### src/rtl/rv_pkg.sv
// Shared definitions for the rv core hazard controller:
// forward-select codes and hazard FSM state encodings.
package rv_pkg;

  localparam logic [1:0] FWD_RF  = 2'b00;
  localparam logic [1:0] FWD_WB  = 2'b01;
  localparam logic [1:0] FWD_MEM = 2'b10;

  typedef enum logic [1:0] {
    ST_RUN      = 2'b00,
    ST_LD_STALL = 2'b01,
    ST_MEM_WAIT = 2'b10
  } hz_state_e;

endpackage

### src/rtl/rv_fwd_sel.sv
// EX operand forward select for one source register.
// MEM result beats WB result; loads in MEM are not forwardable.
module rv_fwd_sel
  import rv_pkg::*;
#(
  parameter int REG_AW = 5
) (
  input  logic [REG_AW-1:0] rs_i,
  input  logic [REG_AW-1:0] mem_rd_i,
  input  logic              mem_reg_write_i,
  input  logic              mem_mem_read_i,
  input  logic [REG_AW-1:0] wb_rd_i,
  input  logic              wb_reg_write_i,
  output logic [1:0]        sel_o
);

  logic rs_nz;
  logic mem_hit;
  logic wb_hit;

  assign rs_nz   = (rs_i != '0);
  assign mem_hit = rs_nz & mem_reg_write_i
                 & !mem_mem_read_i
                 & (mem_rd_i == rs_i);
  assign wb_hit  = rs_nz & wb_reg_write_i
                 & (wb_rd_i == rs_i);

  always_comb begin
    sel_o = FWD_RF;
    unique case (1'b1)
      mem_hit:           sel_o = FWD_MEM;
      wb_hit & !mem_hit: sel_o = FWD_WB;
      default:           sel_o = FWD_RF;
    endcase
  end

endmodule

### src/rtl/rv_hazard_unit.sv
// Load-use stall, dmem freeze, redirect flush and operand forwarding.
// Perf counters present only when RV_HAZARD_PERF_EN is defined.
module rv_hazard_unit
  import rv_pkg::*;
#(
  parameter int REG_AW      = 5,
  parameter int LOAD_LAT    = 1,
  parameter int FLUSH_DEPTH = 3
) (
  input  logic              clk,
  input  logic              rst,
  input  logic [REG_AW-1:0] id_rs1_i,
  input  logic [REG_AW-1:0] id_rs2_i,
  input  logic              id_use_rs1_i,
  input  logic              id_use_rs2_i,
  input  logic [REG_AW-1:0] ex_rs1_i,
  input  logic [REG_AW-1:0] ex_rs2_i,
  input  logic [REG_AW-1:0] ex_rd_i,
  input  logic              ex_reg_write_i,
  input  logic              ex_mem_read_i,
  input  logic [REG_AW-1:0] mem_rd_i,
  input  logic              mem_reg_write_i,
  input  logic              mem_mem_read_i,
  input  logic [REG_AW-1:0] wb_rd_i,
  input  logic              wb_reg_write_i,
  input  logic              dmem_ready_i,
  input  logic              redirect_i,
  output logic              stall_front_o,
  output logic              bubble_ex_o,
  output logic              freeze_all_o,
  output logic [2:0]        flush_o,
  output logic [1:0]        forward_a_o,
  output logic [1:0]        forward_b_o,
  output logic [31:0]       stall_cnt_o,
  output logic [31:0]       flush_cnt_o
);

  localparam logic [2:0] LD_INIT = 3'(LOAD_LAT - 1);
  localparam logic [2:0] FLUSH_MASK =
    3'((1 << FLUSH_DEPTH) - 1);

  hz_state_e  state_q, state_d;
  hz_state_e  prev_q, prev_d;
  logic [2:0] ld_cnt_q, ld_cnt_d;

  logic       hazard;
  logic       in_wait;
  logic       freeze;
  logic       stall;
  logic       redir_ok;
  logic [2:0] flush;
  logic [1:0] fwd_a;
  logic [1:0] fwd_b;

  assign hazard = ex_mem_read_i & ex_reg_write_i
                & (ex_rd_i != '0)
                & ((id_use_rs1_i & (id_rs1_i == ex_rd_i))
                 | (id_use_rs2_i & (id_rs2_i == ex_rd_i)));

  assign in_wait = (state_q == ST_MEM_WAIT);
  // Stay frozen until ready; the ready cycle itself is not frozen.
  assign freeze  = !dmem_ready_i
                 & (in_wait | mem_mem_read_i);

  always_comb begin
    state_d  = state_q;
    prev_d   = prev_q;
    ld_cnt_d = ld_cnt_q;
    stall    = 1'b0;
    flush    = 3'b000;
    redir_ok = 1'b0;
    if (freeze) begin
      if (!in_wait) begin
        prev_d  = state_q;
        state_d = ST_MEM_WAIT;
      end
    end else if (in_wait) begin
      state_d = prev_q;
    end else if (redirect_i) begin
      redir_ok = 1'b1;
      flush    = FLUSH_MASK;
      state_d  = ST_RUN;
      ld_cnt_d = 3'd0;
    end else begin
      unique case (state_q)
        ST_RUN: begin
          if (hazard) begin
            stall = 1'b1;
            if (LOAD_LAT > 1) begin
              state_d  = ST_LD_STALL;
              ld_cnt_d = LD_INIT;
            end
          end
        end
        ST_LD_STALL: begin
          stall    = 1'b1;
          ld_cnt_d = ld_cnt_q - 3'd1;
          if (ld_cnt_q == 3'd1) state_d = ST_RUN;
        end
        default: state_d = ST_RUN;
      endcase
    end
  end

  always_ff @(posedge clk) begin
    if (rst) begin
      state_q  <= ST_RUN;
      prev_q   <= ST_RUN;
      ld_cnt_q <= 3'd0;
    end else begin
      state_q  <= state_d;
      prev_q   <= prev_d;
      ld_cnt_q <= ld_cnt_d;
    end
  end

  rv_fwd_sel #(.REG_AW(REG_AW)) u_fwd_a (
    .rs_i            (ex_rs1_i),
    .mem_rd_i        (mem_rd_i),
    .mem_reg_write_i (mem_reg_write_i),
    .mem_mem_read_i  (mem_mem_read_i),
    .wb_rd_i         (wb_rd_i),
    .wb_reg_write_i  (wb_reg_write_i),
    .sel_o           (fwd_a)
  );

  rv_fwd_sel #(.REG_AW(REG_AW)) u_fwd_b (
    .rs_i            (ex_rs2_i),
    .mem_rd_i        (mem_rd_i),
    .mem_reg_write_i (mem_reg_write_i),
    .mem_mem_read_i  (mem_mem_read_i),
    .wb_rd_i         (wb_rd_i),
    .wb_reg_write_i  (wb_reg_write_i),
    .sel_o           (fwd_b)
  );

  assign stall_front_o = stall & !rst;
  assign bubble_ex_o   = stall & !rst;
  assign freeze_all_o  = freeze & !rst;
  assign flush_o       = flush & {3{!rst}};
  assign forward_a_o   = fwd_a & {2{!rst}};
  assign forward_b_o   = fwd_b & {2{!rst}};

`ifdef RV_HAZARD_PERF_EN
  logic [31:0] stall_cnt_q;
  logic [31:0] flush_cnt_q;

  always_ff @(posedge clk) begin
    if (rst) begin
      stall_cnt_q <= '0;
      flush_cnt_q <= '0;
    end else begin
      if ((stall | freeze) && (stall_cnt_q != '1))
        stall_cnt_q <= stall_cnt_q + 32'd1;
      if (redir_ok && (flush_cnt_q != '1))
        flush_cnt_q <= flush_cnt_q + 32'd1;
    end
  end

  assign stall_cnt_o = stall_cnt_q & {32{!rst}};
  assign flush_cnt_o = flush_cnt_q & {32{!rst}};
`else
  assign stall_cnt_o = 32'd0;
  assign flush_cnt_o = 32'd0;
`endif

endmodule

### config.mk
export PLATFORM = sky130hd
export DESIGN_NAME = rv_hazard_unit
export DESIGN_NICKNAME = d
export VERILOG_FILES = /design/src/rtl/rv_pkg.sv /design/src/rtl/rv_fwd_sel.sv /design/src/rtl/rv_hazard_unit.sv
export SDC_FILE = /design/constraint.sdc
export NUM_CORES = 1
export LEC_CHECK = 0
export ABC_AREA = 1
export CAP_MARGIN = 20
export CORE_ASPECT_RATIO = 1.5
export CORE_MARGIN = 2
export CORE_UTILIZATION = 33
export DETAILED_ROUTE_END_ITERATION = 8
export HOLD_SLACK_MARGIN = 0.1
export PLACE_DENSITY = 0.86
export SYNTH_ARGS = -nofsm -noshare
export SYNTH_HDL_FRONTEND = slang
export SYNTH_SLANG_ARGS = --single-unit
### constraint.sdc
create_clock -name clk -period 1.7 [get_ports clk]
set_input_delay 0.34 -clock clk [delete_from_list [all_inputs] [get_ports clk]]
set_output_delay 0.34 -clock clk [all_outputs]
set_load 0.05 [all_outputs]
==> run metrics <==
result of the run finished with violations; violated checks setup timing; main flop type after synthesis dfxtp_1; pin count of the biggest net entering global routing 7; Post-synth top cells buf_4, nand2_1, inv_1; leakage ~1.1 nW; FFs w/ async S/R, synth 0%; Crit path top cell by count inv_2; Worst path slowest cell dfxtp_2; Die Footprint approximately 5000 µm²; htree depth 1; fin nets ~370; WS Path Type reg2out; final setup fails 3; hold_buf cts 0; R2R setup slack between 0.15 and 0.2 ns; hpwl dp 3260 µm; Initial Utilization between 30% and 40%; Seq/Total Area, Yosys about a tenth; Die Height about 85 µm; CP endpoint kind output port; CTS tree done; vias per std cell ~4.4; DRC viols 0; Ys Warns 0; hold endpoint prev_q[1]; HP Start prev_q[1]; GRT Residual Overflow 0; Final Slew Violations 0; Worst R2R Start state_q[1]; Synth Cell Area 1460 µm²; n_diodes 0; Layout area overhead 42.8%; CP cell instances inv_2 -> nor2_4 -> o21bai_4 -> buf_4 -> buf_4 -> inv_2 -> nand2_2 -> inv_2 -> buf_12; Post-synth EDFFs 0; distinct cell type count after synthesis 25; routed vias 1,603; First DRT Iteration DRCs 55; largest cells by area after synthesis buf_4, nand2_1, dfxtp_1, inv_1, nor2_1; Yosys top cell area share approximately a third; Die X about 58 µm; first-pass GRT wire length ~6000 µm; 1st-pass router iterations 4; Hold Crit Depth 2; fmax roughly 570 MHz; clock latency on the worst-skew pair approximately 0.24 ns; Bufs on Longest Clock Path 2; fin crit period 1.75 ns; startpoint types flip-flop; Total Routed Length ~3900 µm; I/O pin count 120; leading area contributor after synthesis buf_4; hold_ws around 0.48 ns; share of layout cells above drive strength 1 a little under a third; core box area roughly 4200 µm²; Hold Violations, Final 0; Filler Cells Inserted roughly 450; wire per inst ~11 µm; VDD IR max 0.000297 V; part of the cycle the worst path needs 103%; PwrDens 534 nW/µm²; Placer Congestion slightly above 0.9; WP data required approximately 1.4 ns; Max Cap Viol 0; final worst slack -0.0456 ns; Inserted Clock Buffers 3; Hold WC Path Type reg2reg; critical path data arrival time ~1.4 ns; Crit Path Max Fanout 3; Seq cells post-synth 7; slowest stage delay, CP approximately 0.32 ns; clk_skew about 0.0039 ns; All-Layer GR Usage 15.8%; Sink Count 7; initial antenna violation count 1; Row Count 29; Port Buffers 55; Reg-to-Reg End ld_cnt_q[1]; root buffer cell clkbuf_8; unrepaired setup endpoints after global routing yes; count leader, synth buf_4; Syn Area/Cell 5.96 µm²; CTS clk-pin slew, worst paths ~0.04 ns; vias in the first global route roughly 1,500; Mapped Cells ~240; cells on worst reg2reg path 11; Design Power between 1 and 1.5 mW; Antenna Nets Post-Route 0
[layout by cell type, fill, tap and decap left out, types with 3 or more instances in the layout]
master	instances
inv_1	20
o21ai_0	3
nand2_1	46
clkbuf_8	3
clkdlybuf4s15_1	10
dlygate4sd2_1	8
o22ai_1	3
nor2_2	6
a21oi_1	4
nand2_2	4
xnor2_1	3
clkbuf_2	15
nand3_1	6
buf_2	9
nor3_2	4
buf_12	10
nand4_1	6
dfxtp_1	5
nor2_1	22
inv_2	17
conb_1	64
xor2_1	5
buf_4	16
[registers in the layout, indices dropped and copies added (netlist names)]
name and flops:
ld_cnt_q 3, prev_q 2, state_q 2
[through the flow]
step	setup WS, ns	util (%)	cell area, µm²	cells	TNS, ns
5_1_grt	-0.138	49.0	2080	362	-0.753
6_report	-0.0456	49.0	2080	362	-0.0813
4_1_cts	-0.0749	49.0	2080	359	-0.253
2_1_floorplan	-0.136	-	1740	307	-0.207
3_5_place_dp	-0.433	47.7	2030	351	-3.08
3_3_place_gp	-0.409	47.7	2030	351	-2.73
[kinds of logic after synthesis]
logic type	Yosys count	synth area share, %
XOR/XNOR	8	4.82
AO/OA/AOI/OAI	20	9.12
flip-flops	7	9.63
buffers and inverters	104	44.1
AND/OR/NAND/NOR	102	30.4
adder cells (fa/ha/maj)	2	1.72
other	1	0.258
[metal layers]
metal	part of all wire, %	GRT usage [%]
met1	28	12.8
met2	56	31.4
met3	12	5.34
met4	3.4	8.67
met5	0.33	0
[worst max-delay path by stage]
stage	end	depth (start not counted)	startpoint
2_1_floorplan	flush_o[1]	6	state_q[1]
3_5_place_dp	bubble_ex_o	10	ex_rd_i[0]
4_1_cts	bubble_ex_o	6	state_q[1]
5_1_grt	bubble_ex_o	10	id_rs2_i[4]
3_3_place_gp	bubble_ex_o	10	ex_rd_i[0]
6_report	freeze_all_o	9	state_q[1]
[area by class of cell]
cell class              count  area (µm²)  share of cell area [%]
flip-flops and latches      7         143                    6.86
repair buffers             72         672                    32.3
multi-input cells         196        1020                    49.1
inverters                  37         139                    6.68
clock inverters             1        5.00                   0.241
clock buffers               3        41.3                    1.99
well taps                  46        57.6                    2.77
[where the power goes]
group / internal [mW] / switching (mW) / leakage [nW]
clock network: 0.160 / 0.0889 / 0.0255
registers: 0.174 / 0.00605 / 0.0581
logic: 0.174 / 0.506 / 1.06
[repair_timing]
item / CTS / global route
setup buffers: 4 / 3
setup endpoints to repair: 10 / 10
pin swaps: 36 / 27
hold endpoints to repair: 0 / 0
resized for setup: 98 / 49
[worst max-delay path: cells and delay by family, from the launching register on]
family,cells,cell delay (ns)
and+or+nand+nor,2,0.18
AOI/OAI and AO/OA,1,0.09
buffers and inverters,6,0.55
DFF,1,0.32
Power figures use the tool's default switching activity.
